--- config.mk ---
export PLATFORM = sky130hd
export DESIGN_NAME = serial_comparator_flat
export DESIGN_NICKNAME = d
export VERILOG_FILES = /design/src/rtl/comparator_pkg.sv /design/src/rtl/serial_comparator_if.sv /design/src/rtl/serial_comparator_slice_compare.sv /design/src/rtl/serial_comparator.sv /design/src/flat_wrapper.sv
export SDC_FILE = /design/constraint.sdc
export NUM_CORES = 1
export LEC_CHECK = 0
export ABC_AREA = 1
export BUFFER_PORTS_ARGS = -buffer_cell sky130_fd_sc_hd__buf_4
export CORE_MARGIN = 8
export CORE_UTILIZATION = 30
export CTS_BUF_LIST = sky130_fd_sc_hd__clkbuf_16
export CTS_CLUSTER_SIZE = 14
export DETAILED_ROUTE_END_ITERATION = 10
export PLACE_DENSITY_LB_ADDON = 0.15
export SLEW_MARGIN = 20
export SYNTH_ARGS = -nofsm -noshare
export SYNTH_HDL_FRONTEND = slang
export SYNTH_SLANG_ARGS = --single-unit
--- constraint.sdc ---
create_clock -name clock -period 4.4 [get_ports clock]
set_clock_uncertainty 0.15 [all_clocks]
set_input_delay 0.22 -clock clock [delete_from_list [all_inputs] [get_ports clock]]
set_output_delay 0.22 -clock clock [all_outputs]
set_load 0.05 [all_outputs]
--- src/rtl/comparator_pkg.sv ---
// Shared types for the serial comparator: FSM states and branch funct3 codes.
// Also provides the funct3 -> taken decode used by the top.
package comparator_pkg;

  typedef enum logic [1:0] {
    IDLE,
    SCAN,
    DONE
  } state_e;

  localparam logic [2:0] BEQ  = 3'b000;
  localparam logic [2:0] BNE  = 3'b001;
  localparam logic [2:0] BLT  = 3'b100;
  localparam logic [2:0] BGE  = 3'b101;
  localparam logic [2:0] BLTU = 3'b110;
  localparam logic [2:0] BGEU = 3'b111;

  function automatic logic taken_f(
    input logic [2:0] m,
    input logic       e,
    input logic       l,
    input logic       lu
  );
    logic t;
    t = 1'b0;
    case (m)
      BEQ:     t = e;
      BNE:     t = !e;
      BLT:     t = l;
      BGE:     t = !l;
      BLTU:    t = lu;
      BGEU:    t = !lu;
      default: t = 1'b0;
    endcase
    return t;
  endfunction

endpackage

--- src/rtl/serial_comparator_if.sv ---
// Request/result bundle of the serial comparator.
// master: requester side; slave: the comparator.
interface serial_comparator_if #(
  parameter int N = 32
);
  logic         in_valid;
  logic         in_ready;
  logic [N-1:0] a;
  logic [N-1:0] b;
  logic [2:0]   mode;
  logic         flush;
  logic         out_valid;
  logic         out_ready;
  logic         eq;
  logic         lt;
  logic         ltu;
  logic         taken;

  modport master (
    output in_valid, a, b, mode, flush, out_ready,
    input  in_ready, out_valid, eq, lt, ltu, taken
  );

  modport slave (
    input  in_valid, a, b, mode, flush, out_ready,
    output in_ready, out_valid, eq, lt, ltu, taken
  );
endinterface

--- src/rtl/serial_comparator_slice_compare.sv ---
// Combinational CHUNK-bit slice compare.
// Ports: a_slice, b_slice in; slice_eq, slice_ltu (unsigned a<b) out.
module slice_compare #(
  parameter int CHUNK = 8
) (
  input  logic [CHUNK-1:0] a_slice,
  input  logic [CHUNK-1:0] b_slice,
  output logic             slice_eq,
  output logic             slice_ltu
);
  assign slice_eq  = (a_slice == b_slice);
  assign slice_ltu = (a_slice < b_slice);
endmodule

--- src/rtl/serial_comparator.sv ---
// Multi-cycle comparator: scans CHUNK bits per cycle from the MSB, exits early.
// Ports: clock, nReset (sync, active-low), bus (slave side of the bundle).
module serial_comparator
  import comparator_pkg::*;
#(
  parameter int N     = 32,
  parameter int CHUNK = 8
) (
  input logic                 clock,
  input logic                 nReset,
  serial_comparator_if.slave  bus
);

  if ((CHUNK < 1) || (CHUNK > N) || ((N % CHUNK) != 0)) begin : g_bad_cfg
    $error("serial_comparator: need N %% CHUNK == 0 and CHUNK <= N");
  end

  localparam int NC = N / CHUNK;
  localparam int IW = (NC > 1) ? $clog2(NC) : 1;

  state_e         state_q, state_d;
  logic [IW-1:0]  idx_q, idx_d;
  logic [N-1:0]   a_q, a_d;
  logic [N-1:0]   b_q, b_d;
  logic [2:0]     mode_q, mode_d;
  logic           eq_q, eq_d;
  logic           lt_q, lt_d;
  logic           ltu_q, ltu_d;
  logic           taken_q, taken_d;
  logic           in_ready;

  logic [CHUNK-1:0] a_sl;
  logic [CHUNK-1:0] b_sl;
  logic             sl_eq;
  logic             sl_ltu;

  assign a_sl = a_q[int'(idx_q) * CHUNK +: CHUNK];
  assign b_sl = b_q[int'(idx_q) * CHUNK +: CHUNK];

  slice_compare #(.CHUNK(CHUNK)) u_slice (
    .a_slice   (a_sl),
    .b_slice   (b_sl),
    .slice_eq  (sl_eq),
    .slice_ltu (sl_ltu)
  );

  always_comb begin
    state_d  = state_q;
    idx_d    = idx_q;
    a_d      = a_q;
    b_d      = b_q;
    mode_d   = mode_q;
    eq_d     = eq_q;
    lt_d     = lt_q;
    ltu_d    = ltu_q;
    taken_d  = taken_q;
    in_ready = 1'b0;

    unique case (state_q)
      IDLE: begin
        in_ready = 1'b1;
      end
      SCAN: begin
        if (bus.flush) begin
          state_d = IDLE;
        end else if (!sl_eq) begin
          eq_d    = 1'b0;
          ltu_d   = sl_ltu;
          // Sign bits differ: the negative operand is the smaller one.
          lt_d    = (a_q[N-1] != b_q[N-1]) ? a_q[N-1] : sl_ltu;
          taken_d = taken_f(mode_q, 1'b0, lt_d, ltu_d);
          state_d = DONE;
        end else if (idx_q == '0) begin
          eq_d    = 1'b1;
          lt_d    = 1'b0;
          ltu_d   = 1'b0;
          taken_d = taken_f(mode_q, 1'b1, 1'b0, 1'b0);
          state_d = DONE;
        end else begin
          idx_d = idx_q - 1'b1;
        end
      end
      DONE: begin
        in_ready = bus.out_ready;
        if (bus.flush) begin
          state_d = IDLE;
        end else if (bus.out_ready) begin
          state_d = IDLE;
        end
      end
      default: state_d = IDLE;
    endcase

    // Flush wins over both acceptance and completion.
    if ((state_q != IDLE) && bus.flush) begin
      eq_d    = 1'b0;
      lt_d    = 1'b0;
      ltu_d   = 1'b0;
      taken_d = 1'b0;
    end else if (in_ready && bus.in_valid) begin
      a_d     = bus.a;
      b_d     = bus.b;
      mode_d  = bus.mode;
      idx_d   = IW'(NC - 1);
      state_d = SCAN;
    end
  end

  always_ff @(posedge clock) begin
    if (!nReset) begin
      state_q <= IDLE;
      idx_q   <= '0;
      a_q     <= '0;
      b_q     <= '0;
      mode_q  <= '0;
      eq_q    <= 1'b0;
      lt_q    <= 1'b0;
      ltu_q   <= 1'b0;
      taken_q <= 1'b0;
    end else begin
      state_q <= state_d;
      idx_q   <= idx_d;
      a_q     <= a_d;
      b_q     <= b_d;
      mode_q  <= mode_d;
      eq_q    <= eq_d;
      lt_q    <= lt_d;
      ltu_q   <= ltu_d;
      taken_q <= taken_d;
    end
  end

  assign bus.in_ready  = in_ready;
  assign bus.out_valid = (state_q == DONE);
  assign bus.eq        = eq_q;
  assign bus.lt        = lt_q;
  assign bus.ltu       = ltu_q;
  assign bus.taken     = taken_q;

endmodule

--- src/flat_wrapper.sv ---
// flat-port wrapper written by rule: the top's interface ports become plain ports
module serial_comparator_flat import comparator_pkg::*;
#(
  parameter int N     = 32,
  parameter int CHUNK = 8
)
  (clock, nReset, bus_in_valid, bus_a, bus_b, bus_mode, bus_flush, bus_out_ready, bus_in_ready, bus_out_valid, bus_eq, bus_lt, bus_ltu, bus_taken);
  serial_comparator_if #(.N(N)) bus_i ();
  input logic clock;
  input logic nReset;
  input wire logic [$bits(bus_i.in_valid)-1:0] bus_in_valid;
  input wire logic [$bits(bus_i.a)-1:0] bus_a;
  input wire logic [$bits(bus_i.b)-1:0] bus_b;
  input wire logic [$bits(bus_i.mode)-1:0] bus_mode;
  input wire logic [$bits(bus_i.flush)-1:0] bus_flush;
  input wire logic [$bits(bus_i.out_ready)-1:0] bus_out_ready;
  output wire logic [$bits(bus_i.in_ready)-1:0] bus_in_ready;
  output wire logic [$bits(bus_i.out_valid)-1:0] bus_out_valid;
  output wire logic [$bits(bus_i.eq)-1:0] bus_eq;
  output wire logic [$bits(bus_i.lt)-1:0] bus_lt;
  output wire logic [$bits(bus_i.ltu)-1:0] bus_ltu;
  output wire logic [$bits(bus_i.taken)-1:0] bus_taken;
  assign bus_i.in_valid = bus_in_valid;
  assign bus_i.a = bus_a;
  assign bus_i.b = bus_b;
  assign bus_i.mode = bus_mode;
  assign bus_i.flush = bus_flush;
  assign bus_i.out_ready = bus_out_ready;
  assign bus_in_ready = bus_i.in_ready;
  assign bus_out_valid = bus_i.out_valid;
  assign bus_eq = bus_i.eq;
  assign bus_lt = bus_i.lt;
  assign bus_ltu = bus_i.ltu;
  assign bus_taken = bus_i.taken;
  serial_comparator #(.N(N), .CHUNK(CHUNK)) u_core (.clock(clock), .nReset(nReset), .bus(bus_i));
endmodule
==> results of run 1 <==
## sequential cells by signal, summed over array words and instances (netlist names)
signal / count
u_core.bus.ltu: 1
u_core.bus.eq: 1
u_core.bus.lt: 1
u_core.idx_q: 2
u_core.a_q: 32
u_core.b_q: 32
u_core.state_q: 2
u_core.bus.taken: 1
u_core.mode_q: 3
## placed cells by master (no fill, tap or decap), drive strengths merged, types with 5 or more instances in the layout
cell | Yosys | final
clkinv | 0 | 5
nor2 | 178 | 178
buf | 22 | 79
o311ai | 14 | 14
a21oi | 19 | 19
inv | 29 | 29
nand3 | 20 | 20
o21ai | 70 | 70
dlygate4sd3 | 0 | 63
dfxtp | 75 | 75
ha | 8 | 8
clkbuf | 8 | 9
nand2 | 40 | 40
## metrics by stage
step / hold WS (ns) / utilization
global placement: 0.293 / 0.357
floorplan: 0.205 / -
global route: 0.0571 / 0.437
detailed placement: 0.295 / 0.357
finish: 0.0227 / 0.437
CTS: 0.0133 / 0.437
## worst max-delay path, delay by kind of cell (launching register included)
family          cells  cell delay, ns
simple gates        6            1.16
flops               1            0.92
fa+ha+maj           1            0.30
compound gates      4            0.49
buf+inv             4            0.41
## logic make-up after synthesis
logic type	Yosys count	synth area share
AND/OR/NAND/NOR	241	0.275
AO/OA/AOI/OAI	108	0.176
adder cells (fa/ha/maj)	8	0.0290
buffers and inverters	59	0.0845
flip-flops	75	0.435
## cell type report
| type | count | area, sq um |
|---|---|---|
| Timing Repair Buffer | 142 | 1220 |
| Clock inverter | 7 | 43.8 |
| Sequential cell | 75 | 1500 |
| Clock buffer | 9 | 225 |
| Tap cell | 143 | 179 |
| Inverter | 29 | 110 |
| Multi-Input combinational cell | 357 | 1660 |
| Fill cell | 1192 | 6370 |
## repair_timing
action,4_1_cts,5_1_grt
hold buffers,63,0
endpoints found under the setup margin,0,0
endpoints found under the hold margin,63,0
## worst max-delay path by stage
stage | from | to | slack [ns] | depth (start not counted)
CTS | u_core.idx_q[1] | u_core.bus.taken | 0.85 | 15
detailed placement | u_core.idx_q[1] | u_core.bus.taken | 0.90 | 15
floorplan | u_core.idx_q[0] | u_core.bus.taken | 2.01 | 16
finish | u_core.idx_q[1] | u_core.bus.taken | 0.86 | 15
global placement | u_core.idx_q[1] | u_core.bus.taken | 1.06 | 15
global route | u_core.idx_q[1] | u_core.bus.taken | 0.45 | 15
## report_power, final
| group | internal, mW | switching, mW |
|---|---|---|
| sequential | 0.743 | 0.0468 |
| clock | 0.379 | 0.285 |
| combinational | 0.174 | 0.211 |
| total | 1.30 | 0.543 |
## layer usage
layer / up-vias / track usage / share of wire
met3: 15 / 0.0306 / 0.047
li1: 1848 / - / -
met2: 72 / 0.235 / 0.46
met1: 1534 / 0.176 / 0.47
met4: 0 / 0.0587 / 0.019
met5: - / 0 / 0
==> flow_metrics.tcl, run 1 <==
set metrics [dict create \
    status "finished clean" \
    drive_gt1_frac 0.168 \
    finalSetupTns_ns 0 \
    post-cts-setup-buffer-count 0 \
    yosys-top-cells-count "174 x nor2_1, 75 x dfxtp_1, 57 x o21ai_0" \
    finalNetCount 694 \
    ant_nets 0 \
    finalSetupViolCount 0 \
    synth.avg_cell_area_sq_um 7.03 \
    route.detailed.drc 0 \
    drt_iter0_drc 165 \
    syn_inst 491 \
    r2r_cells 15 \
    p_leak_nw 2.19 \
    crit_arrival_ns 3.61 \
    place.gp.congestion 0.776 \
    numCtsBuffers 9 \
    hp-start "bus_a[31]" \
    r2r_start "u_core.idx_q[1]" \
    placed_area_sq_um 4050 \
    htreeDepth 3 \
    setup_slack_ns 0.861 \
    drt_pass1_iterations 4 \
    timing.final.hold_violations 0 \
    whs_path_depth 3 \
    yosysTopAreaCell "dfxtp_1" \
    areaGrowthSynthToFinish_pct 43.3 \
    grt_pass1_wl_um 17400 \
    port_buffers 77 \
    dieHeight_um 123 \
    end_kind "flop" \
    cp_cell_sequence "inv_1 -> nor2_2 -> nand2_1 -> o311ai_0 -> inv_1 -> ha_1 -> nand2_1 -> nor2_1 -> nand2_1 -> a21oi_1 -> inv_1 -> nand2_1 -> inv_1 -> o21ai_1 -> a21oi_1" \
    coreArea_sq_um 11300 \
    yosys_most_used_dff "dfxtp_1" \
    grt_use_total 0.142 \
    overflow 0 \
    finalMaxSlewViolations 0 \
    antenna_cells 0 \
    max_cap_violations 0 \
    fin_cells 762 \
    synth-edff-count 0 \
    clk_latency_ns 0.33 \
    grt_max_degree 73 \
    hp-class "primary input to flop" \
    async_flop_share 0 \
    netlist_area_sq_um 3450 \
    synth.area.top_cells "dfxtp_1 44%, nor2_1 19%, o21ai_0 8.3%" \
    die_w_um 123 \
    fmax_mhz 283 \
    cts_sinks 75 \
    fin_crit_sh 0.804 \
    rows 39 \
    synth_seq_cells 75 \
    regToRegSetupSlack_ns 0.86 \
    clk_pin_slew_ns 0.06 \
    yosys_warnings 0 \
    powerDensity_nw_per_um2 372 \
    irDropWorstVdd_mv 0.162 \
    relSlewSlack 0.382 \
    pre_cts_slack_ns 0.897 \
    crit_type "flop to flop" \
    tightest_slew_ns 0.926 \
    cts_tree "done" \
    dp_hpwl_um 6850 \
    drt-wirelength-per-cell_um 13.4 \
    antenna_found_initial 0 \
    via_per_inst 4.55 \
    slowest_delay_ns 0.92 \
    whs_endpoint "u_core.a_q[31]" \
    slowest_stage "dfxtp_1" \
    num_vias 3469 \
    synthMostInstantiatedCell "nor2_1" \
    r2r_end "u_core.bus.taken" \
    clk_path_buf_depth 2 \
    min_period_ns 3.54 \
    start_kind "flop" \
    synth_nets 571 \
    root_buffer "clkbuf_16" \
    finish.instance_area_sq_um 4950 \
    cp.required_ns 4.47 \
    yosysUniqueCellTypes 25 \
    rsz0062_at_grt "no" \
    dp_cells 683 \
    power_mw 1.84 \
    io_pins 78 \
    synth_top_area_share 0.435 \
    post_cts.resized_instances 0 \
    dieArea_sq_um 15200 \
    ys_seq_area_frac 0.435 \
    drt-total-wl_um 10200 \
    grt_pass1_vias 3709 \
    crit_fanout 32 \
    initial_core_util 0.305 \
]
No activity file was read; power rests on OpenSTA's default activity.
==> run 2, diff against run 1 <==
ABC_AREA = 0   (was 1)
clock period = 2.9 ns   (was 4.4 ns; I/O delays follow)
==> run 2 against run 1 <==
Compared with the run above: area after synthesis increased by 1.9%; global-route usage is 1.5 points lower; routed wire length is 3.2% lower; clock power increased by 76%; largest power group is now clock; highest routed layer unchanged; critical endpoint unchanged; setup slack lost 0.75 ns; hold slack improved by 0.020 ns; via count fell by 8.2%.
==> flow_metrics.tcl, run 2 <==
set metrics [dict create \
    cp_cell_sequence "buf_6 -> mux4_2 -> ha_1 -> nor2b_1 -> o211ai_1 -> a21oi_1 -> or4_1 -> a21boi_1 -> o41a_1" \
    p_sw_frac 0.258 \
    yosys.area_share.simple 0.201 \
    io_pins 78 \
    max_cap_violations 0 \
    drt_pass1_iterations 4 \
    min_period_ns 2.78 \
    gr-usage-met3 0.0294 \
    root_buffer "clkbuf_16" \
    async_flop_share 0 \
    p_leak_nw 2.13 \
    finalSetupViolCount 0 \
    yosysUniqueCellTypes 35 \
    r2r_end "u_core.bus.taken" \
    fmax_mhz 359 \
    antenna_found_initial 0 \
    layout_commonest_cell "nand2_1" \
    cp_top_family "simple AND/OR/NAND/NOR gates" \
    rsz0062_at_grt "no" \
    yosys_most_used_dff "dfxtp_1" \
    die_w_um 124 \
    whs_path_depth 4 \
    route.detailed.drc 0 \
    netlist_area_sq_um 3520 \
    cts_sinks 75 \
    synth_xor_area_frac 0 \
    r2r_start "u_core.idx_q[0]" \
    grtUsageMet2 0.223 \
    synth-edff-count 0 \
    tightest_slew_ns 0.713 \
    clk_path_buf_depth 2 \
    drt_iter0_drc 120 \
    htreeDepth 3 \
    hp-class "primary input to flop" \
    slowest_stage "or4_1" \
    dp_hpwl_um 6940 \
    start_kind "flop" \
    hold-worst-slack_ns 0.0429 \
    cp.required_ns 3.01 \
    port_buffers 77 \
    synth_fa_ha_area_frac 0.0285 \
    pwr-share-clk 0.399 \
    p_sw_mw 0.757 \
    path_buf_inv 1 \
    ant_nets 0 \
    fin_util 0.464 \
    hp-start "bus_flush" \
    coreArea_sq_um 11400 \
    grt_pass1_wl_um 16300 \
    busiest_layer "met2" \
    syn_inst 403 \
    clk_latency_ns 0.33 \
    synth.avg_cell_area_sq_um 8.73 \
    dieArea_sq_um 15400 \
    status "finished clean" \
    cts_tree "done" \
    ys_seq_area_frac 0.427 \
    whs_endpoint "u_core.bus.eq" \
    crit_arrival_ns 2.90 \
    r2r_cells 9 \
    initial_core_util 0.308 \
    synth_top_area_share 0.427 \
    numCtsBuffers 9 \
    combinationalPowerShare 0.208 \
    grtUsageMet1 0.151 \
    clk_pin_slew_ns 0.05 \
    drt-wirelength-per-cell_um 14.2 \
    end_kind "flop" \
    finalMaxSlewViolations 0 \
    powerDensity_nw_per_um2 554 \
    rows 39 \
    final_cell_mix "144 x nand2_1, 87 x buf_4, 74 x dfxtp_1" \
    synth.area.top_cells "dfxtp_1 43%, nand2_1 15%, a21boi_0 14%" \
    fin_crit_sh 0.960 \
    synth_seq_cells 75 \
    grt_pass1_vias 3340 \
    num_vias 3186 \
    internal_power_mw 2.18 \
    yosysTopAreaCell "dfxtp_1" \
    reg.largest.list "u_core.a_q x32, u_core.b_q x32, u_core.mode_q x3" \
    synth_top_family_by_area "simple AND/OR/NAND/NOR gates" \
    finalNetCount 628 \
    place.gp.congestion 0.784 \
    areaGrowthSynthToFinish_pct 50.8 \
    finalSetupTns_ns 0 \
    dieHeight_um 124 \
    via_per_inst 4.58 \
    grt_max_degree 72 \
    yosys_warnings 0 \
    slowest_delay_ns 0.51 \
    synthMostInstantiatedCell "nand2_1" \
    synth_compound_area_frac 0.194 \
    grt_use_total 0.128 \
    overflow 0 \
    antenna_cells 0 \
    drive_gt1_frac 0.235 \
    timing.final.hold_violations 0 \
    pwr-share-seq 0.393 \
    pre_cts_slack_ns 0.00799 \
    crit_fanout 5 \
    power_mw 2.94 \
    synth_nets 483 \
    drt-total-wl_um 9860 \
    yosys-top-cells-count "144 x nand2_1, 75 x dfxtp_1, 64 x a21boi_0" \
    muxShareOfSynthArea 0.102 \
    setup_slack_ns 0.116 \
    regToRegSetupSlack_ns 0.12 \
    crit_type "flop to flop" \
    irDropWorstVdd_mv 0.313 \
    relSlewSlack 0.525 \
]
-- run 2: cell type report --
class | count | area [sq um]
fillers | 1133 | 6110
well taps | 143 | 179
clock buffers | 9 | 225
flip-flops and latches | 75 | 1510
clock inverters | 7 | 92.6
repair buffers | 161 | 1400
multi-input cells | 290 | 1860
inverters | 11 | 41.3
-- run 2: kinds of logic (layout without fill, tap and decap cells) --
family                   Yosys count  count (layout)
AO/OA/AOI/OAI                     96              96
adder cells (fa/ha/maj)            8               8
multiplexers                      16              16
flip-flops                        75              75
buffers and inverters             38             188
AND/OR/NAND/NOR                  170             170
-- run 2: stage by stage --
stage	instance area (sq um)	std cells
floorplan	3530	403
global placement	4230	604
detailed placement	4230	604
CTS	5270	693
global route	5300	696
finish	5300	696
-- run 2: how the worst max path moves through the flow --
| stage | from | endpoint | slack [ns] | cells past startpoint |
|---|---|---|---|---|
| final | u_core.idx_q[0] | u_core.bus.taken | 0.12 | 9 |
| after detailed placement | u_core.idx_q[0] | u_core.bus.taken | 0.008 | 9 |
| after floorplan | u_core.idx_q[0] | u_core.bus.taken | 0.02 | 10 |
| after CTS | u_core.idx_q[0] | u_core.bus.taken | 0.03 | 10 |
| after global routing | u_core.idx_q[0] | u_core.bus.taken | 0.01 | 10 |
| after global placement | u_core.idx_q[0] | u_core.bus.taken | 0.1 | 9 |
-- run 2: what timing repair did --
item                                   CTS  global route
hold buffers                            70             0
gates resized for setup                  0             7
setup endpoints to repair                1             3
setup buffers                            3             1
endpoints found under the hold margin   69             0
gates cloned                             0             2
pin swaps                                1             1
-- run 2: metal layers --
metal / up-vias / share of wire
met3: 9 / 0.033
met5: - / 0
li1: 1657 / -
met4: 0 / 0.011
met1: 1474 / 0.45
met2: 46 / 0.50
-- run 2: worst reg2reg max path, delay by kind of cell, from the launching register on --
family                     cells  cell delay, ns
and+or+nand+nor                2            0.66
AOI/OAI and AO/OA              4            0.59
DFF                            1            0.36
buffers and inverters          1            0.13
adders and majority gates      1            0.33
muxes                          1            0.51
-- run 2: power by group through the flow --
stage               logic [mW]  registers (mW)  clock network [mW]
finish                   0.610            1.16                1.17
global route             0.679            1.16                1.24
CTS                      0.608            1.16                1.20
detailed placement       0.511            1.18                   0
global placement         0.501            1.18                   0
floorplan                0.335            1.16                   0
==> run 3, diff against run 2 <==
CELL_PAD_IN_SITES_DETAIL_PLACEMENT = 0   (was not set)
CELL_PAD_IN_SITES_GLOBAL_PLACEMENT = 1   (was not set)
==> run 3 against run 2 <==
Compared with the run above: first-iteration DRC count rose by 6.7%; clock-buffer cell count did not move; critical path type unchanged; via count grew 1.2%; utilization rose by 0.066 points; design area is 0.14% higher; highest routed layer unchanged; sequential share of layout area is essentially flat; flip-flop and latch count did not move.
==> flow_metrics.tcl, run 3 (synthesized netlist as in run 2, its figures left out) <==
set metrics [dict create \
    final_cell_mix "144 x nand2_1, 87 x buf_4, 74 x dfxtp_1" \
    root_buffer "clkbuf_16" \
    timing.final.hold_violations 0 \
    crit_fanout 7 \
    relSlewSlack 0.610 \
    multi_input_area_sq_um 1860 \
    ant_nets 0 \
    finalSetupTns_ns 0 \
    reg.largest.list "u_core.a_q x32, u_core.b_q x32, u_core.mode_q x3" \
    rsz0062_at_grt "no" \
    clk_pin_slew_ns 0.06 \
    setup_slack_ns 0.158 \
    status "finished clean" \
    grt_pass1_vias 3266 \
    initial_core_util 0.308 \
    register_area_sq_um 1510 \
    numCtsBuffers 9 \
    antenna_cells 0 \
    port_buffers 77 \
    dp_cells 604 \
    fin_crit_sh 0.946 \
    finish.instance_area_sq_um 5310 \
    areaGrowthSynthToFinish_pct 51.0 \
    fill_cells 1138 \
    start_kind "flop" \
    drt_iter0_drc 128 \
    cts_sinks 75 \
    cp.required_ns 2.96 \
    tightest_slew_ns 0.585 \
    rows 39 \
    dieHeight_um 124 \
    drive_gt1_frac 0.237 \
    place.gp.congestion 0.720 \
    pre_cts_slack_ns 0.0548 \
    drt-wirelength-per-cell_um 14.0 \
    antenna_found_initial 0 \
    crit_type "flop to flop" \
    clk_path_buf_depth 2 \
    overflow 0 \
    dieArea_sq_um 15400 \
    p_leak_nw 2.13 \
    fin_cells 696 \
    drt_pass1_iterations 4 \
    finalMaxSlewViolations 0 \
    grt_use_total 0.126 \
    cts_tree "done" \
    slowest_delay_ns 0.52 \
    powerDensity_nw_per_um2 539 \
    drt-total-wl_um 9750 \
    max_cap_violations 0 \
    fmax_mhz 365 \
    cp_cell_sequence "buf_6 -> mux4_2 -> inv_1 -> ha_1 -> nand4_2 -> nor2_4 -> buf_4 -> a21oi_1 -> o21ai_1 -> o21bai_1 -> o41a_1" \
    clk_latency_ns 0.33 \
    die_w_um 124 \
    io_pins 78 \
    finalSetupViolCount 0 \
    crit_arrival_ns 2.80 \
    irDropWorstVdd_mv 0.310 \
    layout_commonest_cell "nand2_1" \
    grt_max_degree 72 \
    via_per_inst 4.63 \
    hp-class "primary input to flop" \
    slowest_stage "mux4_2" \
    htreeDepth 3 \
    end_kind "flop" \
    dp_hpwl_um 7100 \
    min_period_ns 2.74 \
    placed_area_sq_um 4240 \
    grt_pass1_wl_um 16200 \
    finalNetCount 628 \
    num_vias 3223 \
    route.detailed.drc 0 \
    coreArea_sq_um 11400 \
]
-- run 3: cell count changes in the layout (fill, tap and decap cells not counted), sizes merged --
| cell | delta |
|---|---|
| clkinv | -1 |
| inv | +1 |
| clkinvlp | +1 |
| bufinv | -1 |
-- run 3: worst max-delay path, delay by kind of cell (launching register included) --
kind | cells | cell delay, ns
fa+ha+maj | 1 | 0.24
flops | 1 | 0.38
buf+inv | 3 | 0.36
mux | 1 | 0.52
compound gates | 4 | 0.77
simple gates | 2 | 0.20
-- run 3: final cells by class --
class	count	share of cell area
Clock buffer	9	0.0424
Clock inverter	7	0.0132
Inverter	11	0.00777
Multi-Input combinational cell	290	0.350
Sequential cell	75	0.283
Tap cell	143	0.0337
Timing Repair Buffer	161	0.269
-- run 3: final timing paths --
path / from / cells after the start / slack [ns] / to
worst max-delay path: u_core.idx_q[0] / 11 / 0.16 / u_core.bus.taken
worst min-delay path: bus_flush / 4 / 0.05 / u_core.bus.eq
worst max register to register: u_core.idx_q[0] / 11 / 0.16 / u_core.bus.taken
worst min register to register: u_core.b_q[9] / 2 / 0.31 / u_core.b_q[9]
-- run 3: metal layers --
layer,share of wire,global-route usage,vias up
met1,0.47,0.157,1498
li1,-,-,1657
met2,0.49,0.212,58
met4,0.012,0.0340,0
met5,0,0,-
met3,0.029,0.0315,10
-- run 3: what timing repair did --
action                     4_1_cts  5_1_grt
hold buffers                    70        0
setup endpoints to repair        0        2
gates resized for setup          0        4
hold endpoints to repair        69        0
buffers inserted                 0        5
-- run 3: per-stage QoR --
stage | total power [mW] | hold slack (ns) | util
detailed placement | 1.69 | 0.256 | 0.371
floorplan | 1.50 | 0.130 | -
finish | 2.86 | 0.0522 | 0.465
CTS | 2.87 | 0.0359 | 0.459
global route | 3.02 | 0.0632 | 0.465
global placement | 1.68 | 0.253 | 0.371
-- run 3: power by group --
group,leakage [nW],switching [mW],internal [mW]
clock network,0.145,0.429,0.664
registers,0.616,0.0542,1.10
logic,1.37,0.278,0.335
